[config.mk]
export PLATFORM = sky130hd
export DESIGN_NAME = pc_sequencer
export DESIGN_NICKNAME = d
export VERILOG_FILES = /design/src/rtl/pc_seq_pkg.sv /design/src/rtl/sat_counter.sv /design/src/rtl/pc_sequencer.sv
export SDC_FILE = /design/constraint.sdc
export NUM_CORES = 1
export LEC_CHECK = 0
export BUFFER_PORTS_ARGS = -buffer_cell sky130_fd_sc_hd__buf_4
export CAP_MARGIN = 15
export CORE_ASPECT_RATIO = 0.9
export CORE_MARGIN = 5
export CORE_UTILIZATION = 39
export CTS_BUF_LIST = sky130_fd_sc_hd__clkbuf_4 sky130_fd_sc_hd__clkbuf_8 sky130_fd_sc_hd__clkbuf_16
export CTS_CLUSTER_SIZE = 25
export DETAILED_ROUTE_END_ITERATION = 10
export GPL_TIMING_DRIVEN = 1
export PLACE_DENSITY = 0.79
export SYNTH_ARGS = -nofsm -noshare
export SYNTH_HDL_FRONTEND = slang
export SYNTH_SLANG_ARGS = --single-unit
[constraint.sdc]
create_clock -name clk -period 2 [get_ports clk]
set_input_delay 0.1 -clock clk [delete_from_list [all_inputs] [get_ports clk]]
set_output_delay 0.1 -clock clk [all_outputs]
set_load 0.01 [all_outputs]
[src/rtl/pc_seq_pkg.sv]
// pc_seq_pkg: shared state encoding and default sizes for pc_sequencer.
package pc_seq_pkg;
    typedef enum logic [1:0] {RUN, DRAIN, HALT} state_e;
    localparam int DRAIN_CYCLES_DEF = 3;
    localparam int CNT_W_DEF        = 16;
    localparam int DCNT_W           = 4;
endpackage

[src/rtl/sat_counter.sv]
// sat_counter: up counter that sticks at all-ones instead of wrapping.
// Ports: clk, rst_n (async active-low), inc (count this cycle),
//        clear (sync zero, wins over inc), cnt (current value).
module sat_counter #(
    parameter int W = 16
) (
    input  logic         clk,
    input  logic         rst_n,
    input  logic         inc,
    input  logic         clear,
    output logic [W-1:0] cnt
);
    logic [W-1:0] cnt_q;
    always_ff @(posedge clk or negedge rst_n) begin
        if (!rst_n)                  cnt_q <= '0;
        else if (clear)              cnt_q <= '0;
        else if (inc && ~&cnt_q)     cnt_q <= cnt_q + 1'b1;
    end
    assign cnt = cnt_q;
endmodule

[src/rtl/pc_sequencer.sv]
// pc_sequencer: fetch-side PC control (branch/jump redirect, stall, halt drain).
// Ports: clk, rst_n (async active-low); inputs stall_req, br_taken, br_target,
//        jmp_req, jmp_target, hlt_dec; combinational outputs pc_hlt, pc_alt_ctrl,
//        pc_alt, flush_if_id, flush_id_ex; registered output halted.
// Option: define PC_SEQ_PERF_EN to add saturating stall_cnt / redir_cnt outputs.
module pc_sequencer
    import pc_seq_pkg::*;
#(
    parameter int DRAIN_CYCLES = DRAIN_CYCLES_DEF,
    parameter int CNT_W        = CNT_W_DEF
) (
    input  logic             clk,
    input  logic             rst_n,
    input  logic             stall_req,
    input  logic             br_taken,
    input  logic [15:0]      br_target,
    input  logic             jmp_req,
    input  logic [15:0]      jmp_target,
    input  logic             hlt_dec,
    output logic             pc_hlt,
    output logic             pc_alt_ctrl,
    output logic [15:0]      pc_alt,
    output logic             flush_if_id,
    output logic             flush_id_ex,
    output logic             halted
`ifdef PC_SEQ_PERF_EN
    ,
    output logic [CNT_W-1:0] stall_cnt,
    output logic [CNT_W-1:0] redir_cnt
`endif
);
    state_e              state_q, state_d;
    logic [DCNT_W-1:0]   dcnt_q, dcnt_d;
    logic                halted_q;

    always_ff @(posedge clk or negedge rst_n) begin
        if (!rst_n) begin
            state_q  <= RUN;
            dcnt_q   <= '0;
            halted_q <= 1'b0;
        end else begin
            state_q  <= state_d;
            dcnt_q   <= dcnt_d;
            halted_q <= (state_d == HALT);
        end
    end

    always_comb begin
        state_d     = state_q;
        dcnt_d      = dcnt_q;
        pc_hlt      = 1'b0;
        pc_alt_ctrl = 1'b0;
        pc_alt      = 16'h0000;
        flush_if_id = 1'b0;
        flush_id_ex = 1'b0;
        case (state_q)
            RUN: begin
                if (br_taken) begin
                    pc_alt_ctrl = 1'b1;
                    pc_alt      = br_target;
                    flush_if_id = 1'b1;
                    flush_id_ex = 1'b1;
                end else if (stall_req) begin
                    pc_hlt = 1'b1;
                end else if (hlt_dec) begin
                    pc_hlt      = 1'b1;
                    flush_if_id = 1'b1;
                    state_d     = DRAIN;
                    dcnt_d      = DCNT_W'(DRAIN_CYCLES - 1);
                end else if (jmp_req) begin
                    pc_alt_ctrl = 1'b1;
                    pc_alt      = jmp_target;
                    flush_if_id = 1'b1;
                end
            end
            DRAIN: begin
                // A taken branch means the halt was on a wrong path: abandon the drain.
                if (br_taken) begin
                    pc_alt_ctrl = 1'b1;
                    pc_alt      = br_target;
                    flush_if_id = 1'b1;
                    flush_id_ex = 1'b1;
                    state_d     = RUN;
                    dcnt_d      = '0;
                end else begin
                    pc_hlt      = 1'b1;
                    flush_if_id = 1'b1;
                    if (dcnt_q == '0) state_d = HALT;
                    else              dcnt_d  = dcnt_q - 1'b1;
                end
            end
            HALT: begin
                pc_hlt      = 1'b1;
                flush_if_id = 1'b1;
            end
            default: state_d = RUN;
        endcase
    end

    assign halted = halted_q;

`ifdef PC_SEQ_PERF_EN
    sat_counter #(.W(CNT_W)) u_stall_cnt (
        .clk   (clk),
        .rst_n (rst_n),
        .inc   (pc_hlt && state_q == RUN),
        .clear (1'b0),
        .cnt   (stall_cnt)
    );
    sat_counter #(.W(CNT_W)) u_redir_cnt (
        .clk   (clk),
        .rst_n (rst_n),
        .inc   (pc_alt_ctrl),
        .clear (1'b0),
        .cnt   (redir_cnt)
    );
`endif
endmodule

==> qor.txt, run 1 <==
Status: completed
Startpoint Class: flip-flop
Asr flop ratio synth: 100%
Top FF cell, synth: dfrtp_1
Syn nets: 126
Row Count: 15
EDFF count, synth: 0
Skew final: 0.000264 ns
CTS Root Cell: clkbuf_4
TritonRoute pass-1 iters: 4
Vias in the first global route: 937
Total gr overflow: 0
All-Layer GR Usage: 17.4%
Slew @ Worst Pin: 0.441 ns
Crit-path max FO: 16
P per Cell Area: 1080 mW/mm^2
Routed vias/inst: 5.30
Synth Instances: 82
Initial antenna violation count: 0
Crit path cell chain: inv_1 -> ha_2 -> nand4bb_1 -> nor2_1 -> buf_4 -> a22o_1 -> buf_4
Crit path DAT: 1.77 ns
Hold Crit Class: input port to asynchronous set/reset pin
Max IR drop VDD: 0.503 mV
Remaining DRCs: 0
Final #Nets: 186
Final Hold Vio Count: 0
Top Ports: 59
Num Clock Sinks: 7
Mapped cell area: 766 sq um
Family with the most delay on the worst path: flip-flops
Netlist cell types: 34
Max cap viols: 0
TNS Setup: 0 ns
Crit path kind: flip-flop to primary output
R2r setup slk: 0.32 ns
Max_slew headroom: 70.5%
WL/cell: 14.3 microns
Unrepaired setup endpoints after global routing: false
GP Congestion: 0.748
Share of cells above drive strength 1: 51.1%
Min Tclk post-route: 1.87 ns
WL final: 2370 microns
Filler cells: 170
CTS Buf Count: 3
Antenna-violating nets left: 0
I/O Buffers: 58
Area contributors post-synth: dfrtp_1 23%, a22o_1 18%, ha_1 9.8%, nand2b_1 3.3%, buf_6 2.9%
Area delta synth->final: 62.7%
Min Hold Slack: 0.187 ns
Yosys reg bits: 7
Largest net degree at the start of global routing: 19
CP Capture Type: primary output
Share of the synthesized area in the top cell type: 22.9%
LEAKAGE: 0.628 nW
Post-CTS setup buffers: 0
Core ar.: 0.00190 sq mm
Antenna Cells: 0
Max stage delay on crit path: 0.43 ns
Iter 0 DRT Violations: 7
Fmax: 0.535 GHz
Clock buffer depth: 2
CTS tree: done
R2r startpoint: dcnt_q[1]
Final number of setup-violating endpoints: 0
Clk_lat worst skew: 0.26 ns
DIE AREA: 0.00295 sq mm
Average cell area after synthesis: 9.34 sq um
Area of the multi-input gates: 527 sq um
Dpl hpwl: 2000 microns
Initial Util: 40.4%
Final core utilization: 65.7%
Vias: 879
Final Slew Violations: 0
Sequential Area: 175 sq um
Yosys top cell by area: dfrtp_1
FF-to-FF path depth: 5
H-Tree Depth: 1
Most common cell on crit path: buf_4
First-pass GRT wire length: 4010 microns
FF-to-FF End: halted
Die height: 52.0 microns
Period utilization: 93.4%
CP bufs+invs: 3
Clk slew on worst S/H paths: 0.05 ns
CP max-delay cell: dfrtp_1
Synth warn: 0
Post-synthesis sequential area ratio: 22.9%
Required time worst endpoint: 1.90 ns
Die Wd: 56.7 microns
cell families after synthesis:
logic type / Yosys count / synth area share (%)
mux: 1 / 1.31
buf+inv: 12 / 8.66
simple gates: 20 / 18.0
fa+ha+maj: 6 / 9.80
flops: 7 / 22.9
compound gates: 36 / 39.4
cells in the final DEF (no fill, tap or decap), drive strengths merged, types with 2 or more instances in the layout:
cell type   n
buf        60
a22o       16
dfrtp       7
inv         6
ha          6
nor2        4
nand2b      4
clkbuf      4
nor2b       2
o21a        2
o21ai       2
a21oi       2
o21ba       2
a211oi      2
nor3        2
o211ai      2
o22ai       2
or3b        2
report_power, final:
part / switching (mW) / internal (mW)
combinational: 0.453 / 0.509
clock: 0.0582 / 0.0901
sequential: 0.0481 / 0.194
worst max-delay path by stage:
stage	start	endpoint	slack, ns	cells past startpoint
after global routing	state_q[0]	pc_alt[11]	0.005	7
after CTS	state_q[0]	pc_alt[6]	0.06	7
final	state_q[0]	pc_alt[7]	0.13	7
after floorplan	state_q[0]	pc_alt[10]	0.37	6
after global placement	state_q[0]	halted	0.32	5
after detailed placement	state_q[0]	halted	0.27	5
sequential cells by signal, summed over array words and instances (netlist names):
| signal | cells |
|---|---|
| halted | 1 |
| dcnt_q | 4 |
| state_q | 2 |
area by class of cell:
class / count / share of cell area, %
Multi-Input combinational cell: 63 / 42.3
Sequential cell: 7 / 14.1
Clock buffer: 4 / 2.41
Timing Repair Buffer: 61 / 36.9
Tap cell: 25 / 2.51
Inverter: 6 / 1.81
synth_stat cells, types with 4 or more instances:
| library cell | count |
|---|---|
| nor2_1 | 4 |
| inv_1 | 6 |
| nand2b_1 | 4 |
| a22o_1 | 16 |
| dfrtp_1 | 7 |
| ha_1 | 6 |
what timing repair did:
item	CTS	global route
setup endpoints to repair	0	16
hold buffers	1	0
resized for setup	0	1
hold endpoints to repair	7	0
layer usage:
layer | global-route usage [%] | share of wire (%) | vias to the layer above
li1 | - | - | 435
met1 | 18.5 | 37 | 395
met2 | 28.8 | 47 | 44
met3 | 8.68 | 14 | 5
met4 | 8.30 | 1.9 | 0
met5 | 0 | 0 | -
metrics by stage:
step           power (mW)  instances  cell area, sq um  setup WS (ns)
3_5_place_dp         1.21        161              1200          0.270
5_1_grt              1.49        166              1250        0.00547
2_1_floorplan       0.850         82               766          0.367
3_3_place_gp         1.19        161              1200          0.318
4_1_cts              1.36        166              1240         0.0602
6_report             1.35        166              1250          0.131
Power figures use the tool's default switching activity.
==> run 2, diff against run 1 <==
--- a/config.mk
+++ b/config.mk
@@ -7,14 +7,16 @@
 export LEC_CHECK = 0
 export BUFFER_PORTS_ARGS = -buffer_cell sky130_fd_sc_hd__buf_4
 export CAP_MARGIN = 15
+export CELL_PAD_IN_SITES_DETAIL_PLACEMENT = 0
+export CELL_PAD_IN_SITES_GLOBAL_PLACEMENT = 2
 export CORE_ASPECT_RATIO = 0.9
 export CORE_MARGIN = 5
-export CORE_UTILIZATION = 39
+export CORE_UTILIZATION = 20
 export CTS_BUF_LIST = sky130_fd_sc_hd__clkbuf_4 sky130_fd_sc_hd__clkbuf_8 sky130_fd_sc_hd__clkbuf_16
 export CTS_CLUSTER_SIZE = 25
 export DETAILED_ROUTE_END_ITERATION = 10
 export GPL_TIMING_DRIVEN = 1
-export PLACE_DENSITY = 0.79
+export PLACE_DENSITY_LB_ADDON = 0.1
 export SYNTH_ARGS = -nofsm -noshare
 export SYNTH_HDL_FRONTEND = slang
 export SYNTH_SLANG_ARGS = --single-unit
==> qor.txt, run 2 (synthesis results as in run 1) <==
All-Layer GR Usage: 9.54%
Post-placement cell count: 181
Crit-path max FO: 18
Most common cell after layout, fill and taps aside: buf_4
CP max-delay cell: dfrtp_1
Core ar.: 0.00370 sq mm
Remaining DRCs: 0
Dpl hpwl: 2140 microns
Skew final: 0.00486 ns
Startpoint Class: flip-flop
Row Count: 21
CTS Buf Count: 3
Vias: 886
Die Wd: 75.2 microns
Critical Path Start: state_q[1]
GP Congestion: 0.730
Max stage delay on crit path: 0.39 ns
Max_slew headroom: 69.2%
Status: completed
Period utilization: 91.3%
DIE AREA: 0.00517 sq mm
Crit path kind: flip-flop to primary output
Commonest non-fill, non-tap cells in the layout: 58 x buf_4, 16 x a22o_1, 7 x dfrtp_1, 6 x inv_1, 5 x ha_1
Share of cells above drive strength 1: 51.4%
Num Clock Sinks: 7
Unrepaired setup endpoints after global routing: false
Area after DPL: 0.00122 sq mm
Hold Crit Class: input port to asynchronous set/reset pin
Initial antenna violation count: 0
Total gr overflow: 0
First-pass GRT wire length: 3710 microns
Crit path cell chain: inv_1 -> ha_1 -> o21a_2 -> a22o_1 -> buf_4
CTS Root Cell: clkbuf_8
Final non-filler cell area: 0.00130 sq mm
I/O Buffers: 58
Largest net degree at the start of global routing: 19
R2r startpoint: dcnt_q[1]
Iter 0 DRT Violations: 11
Clk slew on worst S/H paths: 0.04 ns
Final #Nets: 185
Crit path DAT: 1.73 ns
Largest Register: dcnt_q
H-Tree Depth: 1
Required time worst endpoint: 1.90 ns
Slew @ Worst Pin: 0.461 ns
Final Slew Violations: 0
Final number of setup-violating endpoints: 0
Antenna-violating nets left: 0
CP bufs+invs: 2
WL/cell: 14.1 microns
CTS tree: done
Antenna Cells: 0
Clock buffer depth: 2
Routed vias/inst: 4.76
Power Total: 1.44 mW
Post-Layout Cell Count: 186
P per Cell Area: 1110 mW/mm^2
Fmax: 0.548 GHz
Vias in the first global route: 808
Final Hold Vio Count: 0
Final core utilization: 35.0%
WL final: 2630 microns
CP Capture Type: primary output
Max cap viols: 0
LEAKAGE: 0.634 nW
TritonRoute pass-1 iters: 4
Top Ports: 59
TNS Setup: 0 ns
Family with the most delay on the worst path: compound AO/OA/AOI/OAI gates
Initial Util: 20.7%
Min Tclk post-route: 1.83 ns
Post-CTS setup buffers: 0
Clk_lat worst skew: 0.23 ns
Max FFs per register: 4
Max IR drop VDD: 0.422 mV
Area delta synth->final: 69.3%
Die height: 68.7 microns
## run 2: timing repair
action | in CTS | in global routing
hold endpoints to repair | 7 | 0
hold buffers | 1 | 0
cloned | 0 | 0
endpoints found under the setup margin | 17 | 16
resized for setup | 1 | 3
## run 2: final cells by class
type                    instances  area (sq um)
clock buffers                   3          41.3
clock inverters                 1          5.00
fillers                       396          2410
inverters                       6          22.5
multi-input cells              63           538
flip-flops and latches          7           175
well taps                      46          57.6
repair buffers                 60           457
## run 2: worst paths after layout
kind                              end  slack [ns]  depth (start not counted)
max reg2reg                    halted        0.27                          5
max                         pc_alt[4]        0.17                          5
max in group asynchronous  state_q[1]        1.66                          2
min reg2reg                 dcnt_q[0]        0.51                          1
min                            halted        0.21                          2
min in group clk            dcnt_q[1]        0.26                          4
## run 2: power breakdown
group	switching [mW]	total, mW	internal (mW)	leakage (nW)
Clock	0.0690	0.205	0.135	0.0255
Combinational	0.473	0.993	0.520	0.517
Sequential	0.0478	0.242	0.194	0.0915
Total	0.589	1.44	0.850	0.634
## run 2: metal layers
layer  wire length [microns]  vias up  track usage [%]
met1                     980      401             10.3
li1                        -      432                -
met4                      55        0             5.90
met2                    1110       49             16.0
met3                     482        4             3.33
met5                       0        -                0
## run 2: per-stage QoR
stage	hold slack, ns	worst slack (ns)
finish	0.214	0.174
global route	0.219	0.0216
CTS	0.202	0.0283
detailed placement	-0.0813	0.163
global placement	-0.0786	0.181
floorplan	-0.196	0.367
